`src/rtl/pwm.sv`:
```
// Pulse-width modulator: a WIDTH-bit level is latched once per period of
// 2^WIDTH-1 steps, and the output is high for that many steps.
module pwm #(
  parameter int WIDTH    = 4,
  parameter int PRESCALE = 1
) (
  input  logic             clk,
  input  logic             i_rst,
  input  logic [WIDTH-1:0] i_lvl,
  output logic             o_pwm,
  output logic             o_sync
);

  localparam int               PRE_W    = (PRESCALE > 1) ? $clog2(PRESCALE) : 1;
  localparam logic [PRE_W-1:0] PRE_LAST = PRE_W'(PRESCALE - 1);
  localparam logic [WIDTH-1:0] CNT_LAST = {{(WIDTH-1){1'b1}}, 1'b0};

  logic [PRE_W-1:0] pre_q, pre_d;
  logic [WIDTH-1:0] cnt_q, cnt_d;
  logic [WIDTH-1:0] lvl_q, lvl_d;
  logic             bnd_q, bnd_d;
  logic             pwm_q, pwm_d;
  logic             sync_q, sync_d;
  logic             tick;

  always_comb begin
    tick   = (pre_q == PRE_LAST);
    pre_d  = tick ? '0 : pre_q + 1'b1;
    cnt_d  = cnt_q;
    lvl_d  = lvl_q;
    bnd_d  = 1'b0;
    if (tick) begin
      if (cnt_q == CNT_LAST) begin
        cnt_d = '0;
        lvl_d = i_lvl;
        bnd_d = 1'b1;
      end else begin
        cnt_d = cnt_q + 1'b1;
      end
    end
    // The counter never reaches MAX, so a MAX level keeps the output high across the wrap.
    pwm_d  = (cnt_q < lvl_q);
    // Boundary flag is delayed one clock so the strobe lines up with the first step of the new period.
    sync_d = bnd_q;
  end

  always_ff @(posedge clk or posedge i_rst) begin
    if (i_rst) begin
      pre_q  <= '0;
      cnt_q  <= '0;
      lvl_q  <= '0;
      bnd_q  <= 1'b0;
      pwm_q  <= 1'b0;
      sync_q <= 1'b0;
    end else begin
      pre_q  <= pre_d;
      cnt_q  <= cnt_d;
      lvl_q  <= lvl_d;
      bnd_q  <= bnd_d;
      pwm_q  <= pwm_d;
      sync_q <= sync_d;
    end
  end

  assign o_pwm  = pwm_q;
  assign o_sync = sync_q;

endmodule

```
`config.mk`:
```
export PLATFORM = sky130hd
export DESIGN_NAME = pwm
export DESIGN_NICKNAME = d
export VERILOG_FILES = /design/src/rtl/pwm.sv
export SDC_FILE = /design/constraint.sdc
export NUM_CORES = 1
export LEC_CHECK = 0
export CORE_AREA = 10 10 47 49
export CTS_BUF_LIST = sky130_fd_sc_hd__clkbuf_16
export DETAILED_ROUTE_END_ITERATION = 8
export DIE_AREA = 0 0 57 59
export PLACE_DENSITY = 0.56
export SETUP_SLACK_MARGIN = 0.02
export SLEW_MARGIN = 20
export SYNTH_ARGS = -nofsm -noshare
export SYNTH_HDL_FRONTEND = slang
export SYNTH_SLANG_ARGS = --single-unit
```
`constraint.sdc`:
```
create_clock -name clk -period 1.45 [get_ports clk]
set_input_delay 0.2175 -clock clk [delete_from_list [all_inputs] [get_ports clk]]
set_output_delay 0.2175 -clock clk [all_outputs]
set_load 0.02 [all_outputs]
```
# Word-level counts from Yosys, hierarchy flattened
# Cells that the tools add are included.
totals:
  ff_bits: 12
  in_bits: 6
  out_inout_bits: 2
  wordCells: 16
op_classes:
  addsub: 2
  n_lt_le_gt_ge: 1
  eq_ne: 1
  muxes: 4
  bitwise: 1
  reduce_logical: 1
op_table:
  columns: ["operator", "n"]
  rows:
  - ["adder 4 x 1 -> 4 bit, second input constant", 1]
  - ["equality test 4 bit, second input constant", 1]
  - ["< comparator 4 bit", 1]
  - ["2-to-1 mux 4 bit", 1]
  - ["2-to-1 mux 1 bit", 3]
  - ["AND reduction 2 bit", 1]
  - ["adder 1 bit, second input constant", 1]
  - ["NOT 1 bit", 1]

# Longest topological paths before layout
logic_depth:
  depth_word: 3
  ltp_mapped: 4
  depth_no_buf: 4

# Worst setup path before layout
# OpenSTA, ideal clock, no wires.
synth_path:
  path_kind: "flip-flop to flip-flop"
  start: "register cnt_q[1]"
  end: "register pwm_q, in the netlist o_pwm"
  setup_ns: 0.131
  arrival_time_ns: 1.130
  required_ns: 1.319
  setup_slack_ns: 0.189
  stages_incl_launch_ff: 4
  path_buffers: 0
  period_less_slack_ns: 1.261
  path_cell_list: "dfrtp_1 -> ha_1 -> a2111oi_2 -> or3_1"
synth_between:
  elab_chain_cells: 1
synth_lines:
  columns: ["item", "line", "source"]
  rows:
  - ["from (decl)", "19", "logic [WIDTH-1:0] cnt_q, cnt_d;"]
  - ["from (signal assigned)", "57", "cnt_q <= cnt_d;"]
  - ["< comparator 4 bit", "42", "pwm_d = (cnt_q < lvl_q);"]
  - ["named net pwm_d", "22", "logic pwm_q, pwm_d;"]
  - ["to (signal assigned)", "60", "pwm_q <= pwm_d;"]
  - ["to (decl)", "22", null]
# The timed path passes the listed nets, and every way through them passes these cells.
# A chain may end at the register's enable or synchronous reset.

# Worst setup path in the final report
layout_path:
  start: "register sync_q, in the netlist o_sync"
  end: "output o_sync"
layout_rtl:
  columns: ["item", "line", "source"]
  rows:
  - ["from (decl)", "23", "logic sync_q, sync_d;"]
  - ["from (signal assigned)", "61", "sync_q <= sync_d;"]
  - ["to (decl)", "11", "output logic o_sync"]
# No word-level cell between the ends.

==> tab_implementation.tex <==
\begin{tabular}{lr}
\hline
Metric & Value \\
\hline
\multicolumn{2}{l}{\textbf{Outcome}} \\
Status & complete, no violations \\
\multicolumn{2}{l}{\textbf{Finish}} \\
Share of layout cells above drive strength 1 & between 20\% and 30\% \\
Filler cell count in the final layout & between 100 and 150 \\
Sequential cell area & 275.3 um2 \\
Area growth from synthesis to layout & 36.15\% \\
Area of all placed cells without fillers & $\sim$660 um2 \\
Final layout net count & 62 \\
Diode insertion count for antenna repair & 0 \\
Area of combinational cells with multiple inputs & a little under 200 um2 \\
\multicolumn{2}{l}{\textbf{STA}} \\
Unrepaired setup endpoints after global routing & false \\
Final Setup Violations & 0 \\
Share of the clock period used by the worst path & a little over nine tenths \\
Post-route clock skew & roughly 0.67 ps \\
Max\_slew headroom & around 73\% \\
Final critical-path setup slack & slightly above 70 ps \\
Tightest Pin Transition & between 400 and 500 ps \\
Total count of hold-check failures in the final report & 0 \\
Fin crit period & $\sim$1400 ps \\
Total count of max-transition violations in the final report & 0 \\
Max Freq & 725.1 MHz \\
Total Neg Setup Slack & 0 ps \\
\multicolumn{2}{l}{\textbf{Logic synthesis}} \\
Commonest cells in the netlist & sky130\_fd\_sc\_hd\_\_dfrtp\_1, sky130\_fd\_sc\_hd\_\_inv\_1, sky130\_fd\_sc\_hd\_\_mux2\_2 \\
Proportion of register bits with asynchronous set or reset after synthesis & 100.0\% \\
Share of the synthesized area in the top cell type & 56.41\% \\
Sequential-to-total area share from yosys stat & 56.41\% \\
Flip-flop and latch count after synthesis & 11 \\
Largest area contributor in the netlist & sky130\_fd\_sc\_hd\_\_dfrtp\_1 \\
Cell area after technology mapping & just under 500 um2 \\
Most numerous cell in the Yosys netlist & sky130\_fd\_sc\_hd\_\_dfrtp\_1 \\
Post-Syn Nets & 49 \\
Avg Cell Area, Syn & approximately 12 um2 \\
Number of flops mapped to enable cells by yosys & 0 \\
Number of standard cells after synthesis & 40 \\
Largest cells by area after synthesis & sky130\_fd\_sc\_hd\_\_dfrtp\_1, sky130\_fd\_sc\_hd\_\_mux2\_2, sky130\_fd\_sc\_hd\_\_ha\_1, sky130\_fd\_sc\_hd\_\_inv\_1, sky130\_fd\_sc\_hd\_\_o21ai\_0 \\
YS warnings & 0 \\
Top FF cell, synth & sky130\_fd\_sc\_hd\_\_dfrtp\_1 \\
Post-synth cell types & 15 \\
\multicolumn{2}{l}{\textbf{Critical path}} \\
Critical path start-end classification & register to output pin \\
Slowest Stage Delay on Critical Path & approximately 600 ps \\
WP data required & 1230 ps \\
Kind of cell with the highest combined delay on the critical path & buffers and inverters \\
Crit path DAT & approximately 1200 ps \\
Slowest library cell on the worst path & sky130\_fd\_sc\_hd\_\_clkdlybuf4s50\_1 \\
Sort of element at the end of the critical path & output pin \\
Critical path buffers and inverters & 1 \\
Critical Path Fanout Max & 1 \\
Chain of cells forming the critical path & clkdlybuf4s50\_1 \\
Startpoint types & register \\
\multicolumn{2}{l}{\textbf{Die}} \\
Total number of placement rows & 14 \\
Chip Width & around 57 um \\
Die outline area & between 0.003 and 0.004 mm2 \\
Effective utilization at floorplan & approximately a third \\
Die extent in y & between 50 and 60 um \\
Count of pins on the block boundary & 8 \\
Area inside the core boundary & around 0.0014 mm2 \\
\multicolumn{2}{l}{\textbf{Placed design}} \\
Post-DP Area & approximately 590 um2 \\
Final RePlAce weighted congestion & about 0.78 \\
Number of buffer cells added on primary ports & 7 \\
Pre-CTS setup slack & 200.2 ps \\
Post-DP HPWL & 697.9 um \\
\multicolumn{2}{l}{\textbf{Power}} \\
Net load switching power & between 0.15 and 0.2 mW \\
Clock Power Share & between 50\% and 60\% \\
Sequential share of power & roughly 37\% \\
Switching part of the total power & between 10\% and 20\% \\
Pwr dens & roughly 1300 mW/mm2 \\
Internal Power & 0.7014 mW \\
Leakage component of the power & 0.3481 nW \\
Power share of the combinational group & just under 5\% \\
Worst IR drop on VDD & around 700 uV \\
\multicolumn{2}{l}{\textbf{Global route}} \\
Aggregate global-route resource usage & about 6.3\% \\
Number of antenna violations at the first check in global routing & 0 \\
First-pass GRT wire length & between 1500 and 2000 um \\
Maximum number of pins on one net before global-route repair & 12 \\
Vias in the first global route & 330 \\
Sum of overflow across all layers after global routing & 0 \\
\multicolumn{2}{l}{\textbf{Clock tree}} \\
Latest clock arrival within the worst-skew pair & approximately 240 ps \\
Setup Fix Bufs, Post-CTS & 0 \\
H-tree Lvls & 1 \\
TritonCTS clock tree & built \\
TritonCTS buffer count & 3 \\
Post-cts gate resize count & 0 \\
CTS sink count & 11 \\
CTS max path bufs & 2 \\
Clock Root Buffer & sky130\_fd\_sc\_hd\_\_clkbuf\_16 \\
Hold\_buf cts & 0 \\
Clock-pin slew on the worst setup and hold paths & $\sim$40 ps \\
\multicolumn{2}{l}{\textbf{Hold path}} \\
Tightest Hold Check Type & input port to asynchronous set/reset pin \\
\multicolumn{2}{l}{\textbf{Routing}} \\
Routed wire per std cell & around 14 um \\
DRC errors left & 0 \\
DR iter-0 viols & 2 \\
Average via count per standard cell & between 4 and 5 \\
Routed Antenna Nets & 0 \\
Number of iterations in the first detailed-routing pass & 3 \\
DRT Wirelength & $\sim$920 um \\
Via total after detailed routing & 333 \\
\multicolumn{2}{l}{\textbf{Flow run}} \\
Reported max-cap violation count & 0 \\
\hline
\end{tabular}
[flip-flops by register name, indices dropped and copies added (netlist names)]
| signal | flops |
|---|---|
| o_sync | 1 |
| cnt_q | 4 |
| bnd_q | 1 |
| lvl_q | 4 |
| o_pwm | 1 |
[cell usage in the layout, fill, tap and decap left out, drive strengths merged, types with 3 or more instances in the layout]
cell type and count:
dfrtp 11, mux2 5, nand2 4, clkbuf 3, ha 3, clkdlybuf4s50 7
o21ai 3, inv 6
[power groups by stage]
stage / clock network (mW) / logic (mW) / registers [mW]
detailed placement: 0 / 0.0421 / 0.323
global placement: 0 / 0.0403 / 0.322
finish: 0.493 / 0.0418 / 0.319
floorplan: 0 / 0.0195 / 0.324
global route: 0.526 / 0.0473 / 0.319
CTS: 0.502 / 0.0429 / 0.319
[per-layer routing]
layer / up-vias / GRT usage (%) / wire, um
met5: - / 0 / 0
met4: 0 / 4.027 / 19
met3: 5 / 4.077 / 70
met2: 10 / 10.08 / 492
met1: 156 / 5.832 / 338
li1: 162 / - / -
[worst paths after layout]
kind	from	endpoint	slack, ps	depth (start not counted)
min in group clk	bnd_q	o_sync	370	0
max reg2reg	cnt_q[2]	o_pwm	190	3
max in group asynchronous	i_rst	cnt_q[0]	880	2
max	o_sync	o_sync	70	1
min	i_rst	bnd_q	280	2
min reg2reg	bnd_q	o_sync	370	0
[per-stage QoR]
stage	power (mW)	util, %	std cells	hold WS (ps)
finish	0.8535	47.41	68	283.2
global route	0.8919	47.41	68	323.6
CTS	0.8633	47.41	68	306.1
detailed placement	0.3650	41.79	64	363.0
global placement	0.3627	41.79	64	336.7
floorplan	0.3434	-	40	69.94
[cell families after synthesis]
| group | share of synthesized area (%) |
|---|---|
| AO/OA/AOI/OAI | 8.460 |
| adder cells (fa/ha/maj) | 7.693 |
| buffers and inverters | 3.847 |
| flip-flops | 56.41 |
| multiplexers | 11.54 |
| AND/OR/NAND/NOR | 12.05 |
[layout make-up]
class	count	area share [%]
clock inverters	1	0.5650
inverters	5	2.825
repair buffers	8	11.68
well taps	16	3.013
multi-input cells	24	29.19
flip-flops and latches	11	41.43
clock buffers	3	11.30
Power figures use the tool's default switching activity.
